<file path="src/rtl/qspi_mux_arbiter_pkg.sv">
// Shared encodings for the two-requester QSPI port arbiter.
// Latency: n/a (types and constants only).
// Backpressure: n/a.
package qspi_mux_arbiter_pkg;

  // Transaction phases of the shared downstream port.
  typedef enum logic [1:0] {
    ST_IDLE      = 2'd0,
    ST_ISSUE     = 2'd1,
    ST_WAIT_DONE = 2'd2,
    ST_RELEASE   = 2'd3
  } state_e;

  // Requester identity as driven on out_src and kept as the round-robin history.
  localparam logic SRC_1 = 1'b0;
  localparam logic SRC_2 = 1'b1;

endpackage

</file>
<file path="src/rtl/qspi_mux_arbiter.sv">
// Round-robin arbiter sharing one QSPI transaction port between two requesters, with per-transaction timeout.
// Latency: request in IDLE at N -> out_valid at N+1; out_done at M -> ack at M+1, IDLE at M+2.
// Backpressure: holds out_valid/out_data stable until out_ready; the loser keeps its request pending.
module qspi_mux_arbiter
  import qspi_mux_arbiter_pkg::*;
#(
  parameter int unsigned TIMEOUT = 1024,
  parameter int unsigned CW      = 16
) (
  input  logic        clk,
  input  logic        resetn,
  input  logic        req_1,
  input  logic [31:0] data_1,
  input  logic        req_2,
  input  logic [31:0] data_2,
  output logic        ack_1,
  output logic        ack_2,
  output logic        gnt_1,
  output logic        gnt_2,
  output logic        out_valid,
  output logic [31:0] out_data,
  output logic        out_src,
  input  logic        out_ready,
  input  logic        out_done,
  output logic        timeout_err,
  input  logic        clear_err
);

  state_e        state_q, state_d;
  logic [31:0]   data_q, data_d;
  logic          src_q, src_d;
  logic          last_q, last_d;
  logic [CW-1:0] cnt_q, cnt_d;
  logic          err_q, err_d;
  logic          pick;

  // Last allowed WAIT_DONE count; reaching it without out_done aborts the transaction.
  localparam logic [CW-1:0] CNT_LAST = CW'(TIMEOUT - 1);

  // State and datapath registers; reset abandons any transaction in flight without an ack.
  always_ff @(posedge clk) begin
    if (!resetn) begin
      state_q <= ST_IDLE;
      data_q  <= '0;
      src_q   <= SRC_1;
      last_q  <= SRC_2;
      cnt_q   <= '0;
      err_q   <= 1'b0;
    end else begin
      state_q <= state_d;
      data_q  <= data_d;
      src_q   <= src_d;
      last_q  <= last_d;
      cnt_q   <= cnt_d;
      err_q   <= err_d;
    end
  end

  // Arbitration pick, transaction sequencing, timeout counting and sticky error update.
  always_comb begin
    state_d = state_q;
    data_d  = data_q;
    src_d   = src_q;
    last_d  = last_q;
    cnt_d   = cnt_q;
    err_d   = err_q;
    pick    = SRC_1;

    // A timeout in the same cycle overrides the clear below.
    if (clear_err) err_d = 1'b0;

    unique case (state_q)
      ST_IDLE: begin
        if (req_1 || req_2) begin
          // On a tie the requester that did not win last time goes next.
          if (req_1 && req_2) pick = ~last_q;
          else                pick = req_1 ? SRC_1 : SRC_2;
          data_d  = (pick == SRC_2) ? data_2 : data_1;
          src_d   = pick;
          last_d  = pick;
          state_d = ST_ISSUE;
        end
      end
      ST_ISSUE: begin
        // No timeout while the downstream has not yet taken the command.
        if (out_ready) begin
          cnt_d   = '0;
          state_d = ST_WAIT_DONE;
        end
      end
      ST_WAIT_DONE: begin
        cnt_d = cnt_q + CW'(1);
        if (out_done) begin
          state_d = ST_RELEASE;
        end else if (cnt_q == CNT_LAST) begin
          err_d   = 1'b1;
          state_d = ST_RELEASE;
        end
      end
      ST_RELEASE: begin
        state_d = ST_IDLE;
      end
      default: begin
        state_d = ST_IDLE;
      end
    endcase
  end

  // Ownership, handshake and ack decode straight from the registered state.
  assign gnt_1       = (state_q != ST_IDLE) && (src_q == SRC_1);
  assign gnt_2       = (state_q != ST_IDLE) && (src_q == SRC_2);
  assign ack_1       = (state_q == ST_RELEASE) && (src_q == SRC_1);
  assign ack_2       = (state_q == ST_RELEASE) && (src_q == SRC_2);
  assign out_valid   = (state_q == ST_ISSUE);
  assign out_data    = data_q;
  assign out_src     = src_q;
  assign timeout_err = err_q;

endmodule

</file>
<file path="config.mk">
export PLATFORM = sky130hd
export DESIGN_NAME = qspi_mux_arbiter
export DESIGN_NICKNAME = d
export VERILOG_FILES = /design/src/rtl/qspi_mux_arbiter_pkg.sv /design/src/rtl/qspi_mux_arbiter.sv
export SDC_FILE = /design/constraint.sdc
export NUM_CORES = 1
export LEC_CHECK = 0
export ABC_CLOCK_PERIOD_IN_PS = 2300
export CORE_MARGIN = 3
export CORE_UTILIZATION = 42
export CTS_CLUSTER_DIAMETER = 80
export DETAILED_ROUTE_END_ITERATION = 7
export GPL_TIMING_DRIVEN = 1
export PLACE_DENSITY_LB_ADDON = 0.15
export SLEW_MARGIN = 20
export SYNTH_ARGS = -nofsm -noshare
export SYNTH_HDL_FRONTEND = slang
export SYNTH_SLANG_ARGS = --single-unit
</file>
<file path="constraint.sdc">
create_clock -name clk -period 2.3 [get_ports clk]
set_input_delay 0.23 -clock clk [delete_from_list [all_inputs] [get_ports clk]]
set_output_delay 0.23 -clock clk [all_outputs]
set_load 0.02 [all_outputs]
</file>
Yosys cells after proc, flatten, opt, wreduce, memory -nomap -nowiden
Index checks and enable logic that the tools add are counted.
{"block": "word_totals", "output_inout_bits": 39, "word_cells": 44, "reg_bits": 53, "in_bits": 71}
{"block": "classes", "mux": 16, "n_addsub": 1, "eq_ne": 7, "reduce_logical": 12, "bitwise": 2}
{"operator": "$mux 32", "n": 1}
{"operator": "$pmux 16 s2", "n": 1}
{"operator": "$add 16x1->16 const B", "n": 1}
{"operator": "$eq 16x10->1 const B", "n": 1}
{"operator": "$mux 16", "n": 1}
{"operator": "$mux 1", "n": 8}
{"operator": "$mux 2", "n": 4}
{"operator": "$pmux 2 s4", "n": 1}
{"operator": "$logic_and 1x1->1", "n": 5}
{"operator": "$eq 2x2->1 const B", "n": 2}
{"operator": "$reduce_and 2->1", "n": 2}
{"operator": "$reduce_bool 2->1", "n": 2}
{"operator": "$ne 3x3->1 const B", "n": 1}
{"operator": "$reduce_and 3->1", "n": 1}
{"operator": "$eq 2x1->1 const B", "n": 1}
{"operator": "$logic_not 2->1", "n": 1}
{"operator": "$ne 2x1->1 const B", "n": 1}
{"operator": "$ne 2x2->1 const B", "n": 1}
{"operator": "$not 1->1", "n": 2}
{"operator": "$logic_or 1x1->1", "n": 1}

Longest topological paths before layout
{"block": "logic_depth", "word_depth": 5, "depth_mapped": 7, "mapped_depth_nobuf": 6}

Worst setup path after synthesis
OpenSTA, ideal clock, no wires.
{"block": "synth_timing", "kind": "reg2reg", "start": "register state_q[1]", "end": "register cnt_q[14]", "setup_slack_ns": 0.550, "t_arrival_ns": 1.679, "path_buffers": 0, "required_time_ns": 2.229, "stages_incl_launch_ff": 7, "setup_ns": 0.071, "synth_period_minus_slack_ns": 1.750, "cell_sequence": "dfxtp_1 -> inv_1 -> ha_1 -> mux2_4 -> nand2_4 -> or4_1 -> a21oi_1"}
{"block": "synth_between", "elab_chain_cells": 3, "elab_cells_between_ends": 6, "cone_classes": "eq/ne (3); mux (1); reduce/logical (2)"}
{"item": "start: declaration", "line": "qspi_mux_arbiter.sv:29", "rtl": "state_e state_q, state_d;"}
{"item": "start signal: assignment", "line": "qspi_mux_arbiter.sv:50", "rtl": "state_q <= state_d;"}
{"item": "$eq 2x1->1 (*)"}
{"item": "via out_valid", "line": "qspi_mux_arbiter.sv:20", "rtl": "output logic out_valid,"}
{"item": "$ne 2x1->1 (no source line) / $reduce_bool 2->1 (equally long branches)"}
{"item": "$reduce_and 2->1 (no source line)"}
{"item": "end signal: assignment", "line": "qspi_mux_arbiter.sv:54", "rtl": "cnt_q <= cnt_d;"}
{"item": "end: declaration", "line": "qspi_mux_arbiter.sv:33", "rtl": "logic [CW-1:0] cnt_q, cnt_d;"}
Mark *: on every way through the listed nets, which the timed path passes. The rest lies on a longest branch.
A chain may end at the register's enable or synchronous reset.

Final worst setup path
{"block": "layout_timing", "start": "register state_q[0]", "end": "output port gnt_2"}
{"block": "layout_between", "elab_chain_cells": 2}
{"item": "$reduce_bool 2->1", "line": "qspi_mux_arbiter.sv:111", "rtl": "assign gnt_2 = (state_q != ST_IDLE) && (src_q == SRC_2);"}
{"item": "$logic_and 1x1->1", "line": "qspi_mux_arbiter.sv:111"}
{"item": "end: declaration", "line": "qspi_mux_arbiter.sv:19", "rtl": "output logic gnt_2,"}
No other way between the ends.

==> metrics.yaml <==
cells_and_area:
  num_antenna_cells: 0
  nFillCells: 481
  layout-drive-gt1-share: 0.05000
  final_common_cell: "clkdlybuf4s50_1"
  fin_nets: 456
  layout_common_cells: "clkdlybuf4s50_1, dfxtp_1, nor2_1"
  area_growth_pct: 50.35
critical_path:
  crit_type: "flip-flop to output port"
  rr_worst_depth: 6
  crit_fanout: 5
  start_kind: "flip-flop"
  cp-end-kind: "output port"
  crit_required_ns: 2.07
  arrival_ns: 1.78
power:
  peakVddDrop_mv: 0.6373
  p_leak_nw: 1.509
  cellPowerDensity_nw_per_um2: 960.3
run_status:
  status: "finished clean"
cts:
  cts-root-buf: "clkbuf_8"
  numCtsBuffers: 5
  cts.repair.resized: 0
  cts_sinks: 53
  path_clk_slew_ns: 0.10
  clock_latency_ns: 0.30
  cts-hold-fix-buffers: 0
  cts_setup_buffers: 0
  cts_tree: "done"
  ctsHtreeMaxLevel: 2
  cts_buffer_depth: 2
timing:
  rsz0062_at_grt: "false"
  fmax_mhz: 497.6
  setup_viol: 0
  fin_ws_ns: 0.2904
  post-route-period-util: 0.8737
  maxSlewViolCount: 0
  tightest_slew_ns: 0.4087
  relSlewSlack: 0.7275
  clock_skew_ns: 0.006622
  setup_tns_ns: 0
  finalHoldViolCount: 0
  period_minus_slack_ns: 2.010
logic_synthesis:
  synth_nets: 352
  synth.distinct_cells: 43
  ys_ff_latch: 53
  synth_edf_count: 0
  synth_warnings: 0
  yosysTopAreaCellShare: 0.4211
  synth-simple-area-share: 0.1852
  synthXorXnorAreaFrac: 0.02781
  synthArstFlopShare: 0
  synth_compound_area_frac: 0.1554
  yosysSeqAreaShare: 0.4211
  syn_inst: 275
  synth_top_cell_by_area: "dfxtp_1"
  synth_fa_ha_area_frac: 0.02979
  synth_area_sq_um: 2520
  synthMuxAreaShare: 0.1370
  synth_flop_cell: "dfxtp_1"
  synthTopCellsByArea: "dfxtp_1, mux2i_1, a211oi_1"
  synth_area_per_cell_sq_um: 9.163
  synth_top_family_by_area: "simple AND/OR/NAND/NOR gates"
die:
  pin_count: 110
  dieArea_sq_um: 6966
  initial_core_util: 0.4467
  rows: 27
  fp.dieH_microns: 83.46
  core_region_area_sq_um: 5642
  die_w_microns: 83.46
route:
  drc_errors: 0
  routed_via_density: 5.135
  vias: 2321
  postRouteWirelength_microns: 6383
  drt-pass1-iter-count: 4
  drtIter0Drc: 72
  routedWlPerCell_microns: 14.12
  detail-route-antenna-nets: 0
grt:
  antenna_found_initial: 0
  grt_overflow: 0
  grtUsageTotal: 0.1830
  grt_max_degree: 60
  grt_pass1_wl_microns: 10600
  grt_pass1_vias: 2200
hold_path:
  hp-class: "flip-flop to flip-flop"
  hold_depth: 2
placement:
  dp_hpwl_microns: 4794
  dpl_worst_slack_ns: 0.5063
  numPortBuffers: 109
  routabilityCongestion: 0.7782
job:
  drv_cap: 0
-- cell usage after synthesis (4+ instances only) --
library cell	n
o21ai_0	4
mux2i_1	33
inv_1	6
nand3_1	4
a211oi_1	32
buf_2	4
nand2_1	8
dfxtp_1	53
xor2_1	7
or4_1	4
clkbuf_1	7
a21oi_1	6
nor2_1	47
nand4_1	8
ha_1	6
nor2b_1	5
-- report_power, final --
group,internal (mW),switching [mW]
clock,0.217,0.317
combinational,0.858,0.973
sequential,1.14,0.130
total,2.22,1.42
-- area by class of cell --
cell class	instances	area (sq um)	area share
multi-input cells	197	1364	0.3600
repair buffers	114	1154	0.3045
flip-flops and latches	53	1061	0.2801
well taps	72	90.09	0.02378
clock buffers	5	68.82	0.01816
inverters	8	30.03	0.007926
clock inverters	3	21.27	0.005614
-- sequential cells by signal (all words and copies together) (netlist names) --
register	flops
cnt_q	16
last_q	1
out_data	32
out_src	1
state_q	2
timeout_err	1
-- final timing paths --
path	startpoint	to	slack (ns)
worst max-delay path	state_q[0]$_SDFFE_PN0P_	gnt_2	0.29
worst min-delay path	out_data[22]$_SDFFE_PN0P_	out_data[22]$_SDFFE_PN0P_	0.50
worst max register to register	state_q[1]$_SDFFE_PN0P_	cnt_q[14]$_SDFFE_PN0P_	0.51
worst min register to register	out_data[22]$_SDFFE_PN0P_	out_data[22]$_SDFFE_PN0P_	0.50
-- routing by layer --
metal / vias to the layer above / global-route usage / share of wire
li1: 1198 / - / -
met5: - / 0 / 0
met1: 1057 / 0.2239 / 0.43
met2: 59 / 0.3054 / 0.48
met4: 0 / 0.03509 / 0.0081
met3: 7 / 0.07502 / 0.081
-- stage by stage --
stage | cell area (sq um) | util | hold slack, ns | total power [mW] | instances
5_1_grt | 3789 | 0.6715 | 0.5234 | 3.881 | 452
2_1_floorplan | 2520 | - | 0.4627 | 2.343 | 275
6_report | 3789 | 0.6715 | 0.5038 | 3.638 | 452
3_5_place_dp | 3699 | 0.6556 | 0.4938 | 3.128 | 444
3_3_place_gp | 3699 | 0.6556 | 0.4777 | 3.100 | 444
4_1_cts | 3789 | 0.6715 | 0.5050 | 3.674 | 452
-- kinds of logic after synthesis --
group / Yosys count
flip-flops: 53
buffers and inverters: 25
multiplexers: 34
AND/OR/NAND/NOR: 94
XOR/XNOR: 8
adder cells (fa/ha/maj): 6
AO/OA/AOI/OAI: 55
-- critical path: stages (launching register included) --
cell and delay (ns):
dfxtp_1 0.38, inv_1 0.10, ha_1 0.27, nor2b_1 0.13, clkdlybuf4s50_1 0.61
Note: power is estimated with default switching activity, not from simulation.
